File: src/rtl/ewrapper_emesh_rx_buffer.sv
// ---------------------------------------------------------------------------
// ewrapper_emesh_rx_buffer
//
// Purpose:
//   Receive-side buffer for the emesh link. Incoming transactions are sorted
//   into a write queue and a read queue. Each queue is drained through a
//   valid/ready interface. Each queue drives its own registered wait signal
//   back to the link. Wait rises while SKID free entries still remain, which
//   absorbs the transactions the link keeps sending after wait is raised.
//
// Ports:
//   emesh_clk_inb          link receive clock (the only clock)
//   reset                  asynchronous, active-high
//   emesh_*_inb            incoming transaction (access strobe plus fields)
//   emesh_wr_wait_outb     back-pressure for writes (1 while in reset)
//   emesh_rd_wait_outb     back-pressure for reads  (1 while in reset)
//   wr_valid/wr_ready      write queue head handshake
//   wr_dstaddr, wr_data, wr_datamode, wr_ctrlmode
//                          write head payload (show-ahead, 0 while empty)
//   rd_valid/rd_ready      read queue head handshake
//   rd_dstaddr, rd_srcaddr, rd_datamode, rd_ctrlmode
//                          read head payload (show-ahead, 0 while empty)
//   wr_overflow            sticky: a write was dropped because the queue was full
//   rd_overflow            sticky: a read was dropped because the queue was full
// ---------------------------------------------------------------------------

// Circular-buffer queue with show-ahead head, a registered threshold wait,
// and a sticky overflow flag.
module ewrapper_emesh_rx_fifo #(
   parameter int DEPTH = 16,
   parameter int AW    = 4,
   parameter int SKID  = 4,
   parameter int W     = 70
) (
   input  logic         i_clk,
   input  logic         i_rst,
   input  logic         i_push,
   input  logic [W-1:0] i_data,
   input  logic         i_ready,
   output logic         o_valid,
   output logic [W-1:0] o_data,
   output logic         o_wait,
   output logic         o_overflow
);

   localparam logic [AW:0] LP_FULL   = (AW+1)'(DEPTH);
   localparam logic [AW:0] LP_THRESH = (AW+1)'(DEPTH - SKID);

   logic [W-1:0]  r_mem [DEPTH];
   logic [AW-1:0] r_wptr;
   logic [AW-1:0] r_rptr;
   logic [AW:0]   r_count;
   logic          r_wait;
   logic          r_overflow;

   logic          w_pop;
   logic          w_push_ok;
   logic          w_drop;
   logic [AW:0]   w_count_nxt;

   // A full queue still accepts a push when its head leaves in the same
   // cycle. The incoming entry lands in the slot being vacated.
   always_comb begin
      w_pop       = (r_count != '0) && i_ready;
      w_push_ok   = i_push && ((r_count < LP_FULL) || w_pop);
      w_drop      = i_push && !w_push_ok;
      w_count_nxt = r_count;
      if (w_push_ok && !w_pop)
         w_count_nxt = r_count + 1'b1;
      else if (!w_push_ok && w_pop)
         w_count_nxt = r_count - 1'b1;
   end

   // Wait comes up during reset so that the link is held off until the
   // first clock edge after release.
   always_ff @(posedge i_clk or posedge i_rst) begin
      if (i_rst) begin
         r_wptr     <= '0;
         r_rptr     <= '0;
         r_count    <= '0;
         r_wait     <= 1'b1;
         r_overflow <= 1'b0;
      end else begin
         if (w_push_ok)
            r_wptr <= r_wptr + 1'b1;
         if (w_pop)
            r_rptr <= r_rptr + 1'b1;
         r_count <= w_count_nxt;
         r_wait  <= (w_count_nxt >= LP_THRESH);
         if (w_drop)
            r_overflow <= 1'b1;
      end
   end

   // The storage array has no reset. Contents are meaningless once the
   // pointers and count are cleared.
   always_ff @(posedge i_clk) begin
      if (w_push_ok)
         r_mem[r_wptr] <= i_data;
   end

   // The head is forced to zero while the queue is empty. This also
   // produces the all-zero payload required during reset.
   assign o_valid    = (r_count != '0);
   assign o_data     = o_valid ? r_mem[r_rptr] : '0;
   assign o_wait     = r_wait;
   assign o_overflow = r_overflow;

endmodule

module ewrapper_emesh_rx_buffer #(
   parameter int DEPTH = 16,
   parameter int AW    = 4,
   parameter int SKID  = 4
) (
   input  logic        emesh_clk_inb,
   input  logic        reset,
   input  logic        emesh_access_inb,
   input  logic        emesh_write_inb,
   input  logic [1:0]  emesh_datamode_inb,
   input  logic [3:0]  emesh_ctrlmode_inb,
   input  logic [31:0] emesh_dstaddr_inb,
   input  logic [31:0] emesh_srcaddr_inb,
   input  logic [31:0] emesh_data_inb,
   output logic        emesh_wr_wait_outb,
   output logic        emesh_rd_wait_outb,
   output logic        wr_valid,
   input  logic        wr_ready,
   output logic [31:0] wr_dstaddr,
   output logic [31:0] wr_data,
   output logic [1:0]  wr_datamode,
   output logic [3:0]  wr_ctrlmode,
   output logic        rd_valid,
   input  logic        rd_ready,
   output logic [31:0] rd_dstaddr,
   output logic [31:0] rd_srcaddr,
   output logic [1:0]  rd_datamode,
   output logic [3:0]  rd_ctrlmode,
   output logic        wr_overflow,
   output logic        rd_overflow
);

   localparam int LP_EW = 70;

   logic             w_wr_push;
   logic             w_rd_push;
   logic [LP_EW-1:0] w_wr_entry;
   logic [LP_EW-1:0] w_rd_entry;
   logic [LP_EW-1:0] w_wr_head;
   logic [LP_EW-1:0] w_rd_head;

   // Only one transaction arrives per cycle. It goes to exactly one queue.
   // Writes keep their data and reads keep their return address. The field
   // that the other kind of transaction would need is dropped.
   assign w_wr_push  = emesh_access_inb &  emesh_write_inb;
   assign w_rd_push  = emesh_access_inb & ~emesh_write_inb;
   assign w_wr_entry = {emesh_dstaddr_inb, emesh_data_inb,
                        emesh_datamode_inb, emesh_ctrlmode_inb};
   assign w_rd_entry = {emesh_dstaddr_inb, emesh_srcaddr_inb,
                        emesh_datamode_inb, emesh_ctrlmode_inb};

   ewrapper_emesh_rx_fifo #(
      .DEPTH (DEPTH), .AW (AW), .SKID (SKID), .W (LP_EW)
   ) u_wr_q (
      .i_clk      (emesh_clk_inb),
      .i_rst      (reset),
      .i_push     (w_wr_push),
      .i_data     (w_wr_entry),
      .i_ready    (wr_ready),
      .o_valid    (wr_valid),
      .o_data     (w_wr_head),
      .o_wait     (emesh_wr_wait_outb),
      .o_overflow (wr_overflow)
   );

   ewrapper_emesh_rx_fifo #(
      .DEPTH (DEPTH), .AW (AW), .SKID (SKID), .W (LP_EW)
   ) u_rd_q (
      .i_clk      (emesh_clk_inb),
      .i_rst      (reset),
      .i_push     (w_rd_push),
      .i_data     (w_rd_entry),
      .i_ready    (rd_ready),
      .o_valid    (rd_valid),
      .o_data     (w_rd_head),
      .o_wait     (emesh_rd_wait_outb),
      .o_overflow (rd_overflow)
   );

   assign {wr_dstaddr, wr_data,    wr_datamode, wr_ctrlmode} = w_wr_head;
   assign {rd_dstaddr, rd_srcaddr, rd_datamode, rd_ctrlmode} = w_rd_head;

endmodule

File: config.mk
export PLATFORM = sky130hd
export DESIGN_NAME = ewrapper_emesh_rx_buffer
export DESIGN_NICKNAME = d
export VERILOG_FILES = /design/src/rtl/ewrapper_emesh_rx_buffer.sv
export SDC_FILE = /design/constraint.sdc
export NUM_CORES = 2
export LEC_CHECK = 0
export BUFFER_PORTS_ARGS = -buffer_cell sky130_fd_sc_hd__buf_2
export CAP_MARGIN = 0
export CORE_MARGIN = 2
export CORE_UTILIZATION = 40
export DETAILED_ROUTE_END_ITERATION = 10
export SLEW_MARGIN = 20
export SYNTH_ARGS = -nofsm -noshare
export SYNTH_HDL_FRONTEND = slang
export SYNTH_SLANG_ARGS = --single-unit
File: constraint.sdc
create_clock -name emesh_clk_inb -period 7.95 [get_ports emesh_clk_inb]
set_input_delay 1.59 -clock emesh_clk_inb [delete_from_list [all_inputs] [get_ports emesh_clk_inb]]
set_output_delay 1.59 -clock emesh_clk_inb [all_outputs]
set_load 0.01 [all_outputs]
==> metrics.txt <==
syn_nets 3763; xor and xnor area share after synthesis 0.00143; clk_skew 0.0200 ns; Synth Cell Area 85500 sq um; Worst slew margin 0.254; DPL Wire Length 110 mm; final hold vios 0; Mapped Avg Cell Area 23.5 sq um; max-slew violations 0; ys flop type edfxtp_1; Synth Area in Adders 0.00230; library cells used by synthesis 49; average routed wire per standard cell 29.2 um; post-route setup TNS 0 ns; CP required 6.36 ns; Routed Antenna Nets 0; total congestion overflow 0; post-synthesis mux area share 0.148; power per cell area 353 nW/um^2; Final Critical Period 5.50 ns; yosys warns 0; Max Freq 0.182 GHz; crit-path max FO 25; setup bufs post-CTS 0; Critical Path End Type output pin; clock sink count 2270; share of cells above drive strength 1 0.305; Port Buf Inserts 253; crit share post-route 0.692; total wire length 205 mm; vias per std cell 5.69; status complete, no violations; Yosys reg bits 2270; DRT iter0 DRCs 3872; WHS 0.458 ns; die width 466 um; CP Class flop to output pin; post-synthesis compound-gate area fraction 0.0353; dominant combinational cell family by area after synthesis multiplexers; die area 217000 sq um; Syn-to-layout area delta 14.5%; Pre-antenna DRT Iters 7; RSZ-0062 raised after global routing no; max-capacitance violation count 0; asr flop ratio synth 0.0132; routability cong. 0.746; Skew-Pair Late Insertion Delay 0.85 ns; post-synthesis simple-gate area fraction 0.00651; via count of the routed design 39900; die height 466 um; Core Util, Final 0.461; Global Route Usage Sum 0.188; Hold-fix buffers, CTS 0; Critical Path Start Type flop; Final setup viols 0; CTS tree built; H-tree depth 4; core area 212000 sq um; # fillers 17500; vias in the first global route 41600; register area share after synthesis 0.796; clk root buf clkbuf_16; num rows 169; EDFF count, synth 2240; Slew @ Worst Pin 1.12 ns; CTS Buf Count 223; CTS Buffer Depth 3; nets@finish 4123; Arr. time, crit path 3.91 ns; Starting Density 0.403; initial antenna violation count 36; Post-route DRC 0; Hold WC Path Type flop to flop; most frequent cells in the layout edfxtp_1, mux4_2, a22oi_1, buf_2, clkbuf_16; commonest non-fill, non-tap cell in the layout edfxtp_1; Mapped Cells 3641; worst vdd rail ir drop 0.302 mV; first-pass GRT wire length 296 mm; Leak 30.5 nW; Ports 254; Clock transition at path regs 0.06 ns; post_cts resized 0; largest net degree at the start of global routing 105
-- kinds of logic (layout without fill, tap and decap cells) --
logic type | Yosys count | after routing
and+or+nand+nor | 99 | 99
adders and majority gates | 16 | 16
xor gates and xnor gates | 14 | 14
muxes | 562 | 562
DFF | 2270 | 2270
AOI/OAI and AO/OA | 450 | 450
other | 0 | 8
buffers and inverters | 230 | 781
-- per-layer routing --
metal / up-vias / GRT usage / share of wire / routed length [um]
met2: 1355 / 0.309 / 0.49 / 102000
met4: 30 / 0.0514 / 0.024 / 5000
met5: - / 0 / 0.00092 / 189
met1: 21700 / 0.255 / 0.41 / 85100
met3: 310 / 0.0384 / 0.065 / 13400
li1: 16500 / - / - / -
-- path summary, 6_finish.rpt --
check | from | to | slack [ns] | cells after the start
setup reg to reg | u_wr_q.r_count[4] | u_wr_q.r_mem[3][68] | 4.34 | 6
hold reg to reg | u_wr_q.o_overflow | u_wr_q.o_overflow | 0.46 | 1
min in group asynchronous | reset | u_rd_q.r_count[2] | 0.83 | 3
setup / recovery | u_rd_q.r_rptr[1] | rd_dstaddr[16] | 2.45 | 5
max in group asynchronous | reset | u_rd_q.r_rptr[2] | 6.75 | 3
hold / removal | u_wr_q.o_overflow | u_wr_q.o_overflow | 0.46 | 1
-- cells in the mapped netlist, drive strengths merged, types with 3 or more instances --
| cell | n | area (sq um) |
|---|---|---|
| nand2 | 14 | 52.6 |
| a22oi | 280 | 2100 |
| edfxtp | 2240 | 67300 |
| nand2b | 4 | 25.0 |
| nand4 | 5 | 31.3 |
| nor3 | 6 | 30.0 |
| or3b | 3 | 26.3 |
| nor4 | 5 | 31.3 |
| nor2 | 21 | 81.3 |
| mux4 | 560 | 12600 |
| and2 | 16 | 103 |
| ha | 14 | 175 |
| xnor2 | 12 | 105 |
| dfrtp | 28 | 701 |
| a31oi | 3 | 18.8 |
| a21o | 4 | 30.0 |
| a21oi | 146 | 731 |
| or3 | 4 | 25.0 |
| a2111oi | 3 | 27.5 |
| nand3 | 5 | 25.0 |
| clkbuf | 136 | 510 |
| nor2b | 7 | 43.8 |
| o21ai | 6 | 30.0 |
| buf | 75 | 374 |
| inv | 19 | 71.3 |
-- registers in the layout (all words and copies together) (netlist names) --
signal,cells
u_rd_q.r_mem,1120
u_wr_q.r_mem,1120
u_rd_q.r_count,5
u_wr_q.r_count,5
u_rd_q.r_rptr,4
u_rd_q.r_wptr,4
u_wr_q.r_rptr,4
u_wr_q.r_wptr,4
u_rd_q.o_overflow,1
u_rd_q.o_wait,1
u_wr_q.o_overflow,1
u_wr_q.o_wait,1
-- report_power, final --
group	internal, mW	switching (mW)
logic	4.09	5.76
registers	13.8	0.400
clock network	6.04	4.45
total	24.0	10.6
-- critical path: stages (launching register included) --
cell and delay (ns):
dfrtp_1 0.53, nor2b_4 0.85, buf_4 0.45, a22oi_1 0.15
a21oi_1 0.80, buf_2 0.27
-- through the flow --
stage	cells	worst slack (ns)	area (sq um)	power, mW
floorplan	3641	-1.36	85500	20.6
detailed placement	6596	2.93	90600	24.5
global placement	6594	2.94	90500	24.5
finish	7021	2.45	97900	34.6
CTS	7012	2.31	97900	35.0
global route	7016	2.29	97900	36.0
-- area by class of cell --
type                            instances  area [sq um]  share of cell area
Clock buffer                          265          5800              0.0592
Sequential cell                      2270         68000               0.695
Antenna cell                            8          20.0            0.000204
Multi-Input combinational cell       1141         16800               0.171
Inverter                               19          71.3            0.000728
Timing Repair Buffer                  346          2200              0.0225
Clock inverter                        151          1490              0.0152
Tap cell                             2821          3530              0.0360
Note: power is estimated with default switching activity, not from simulation.
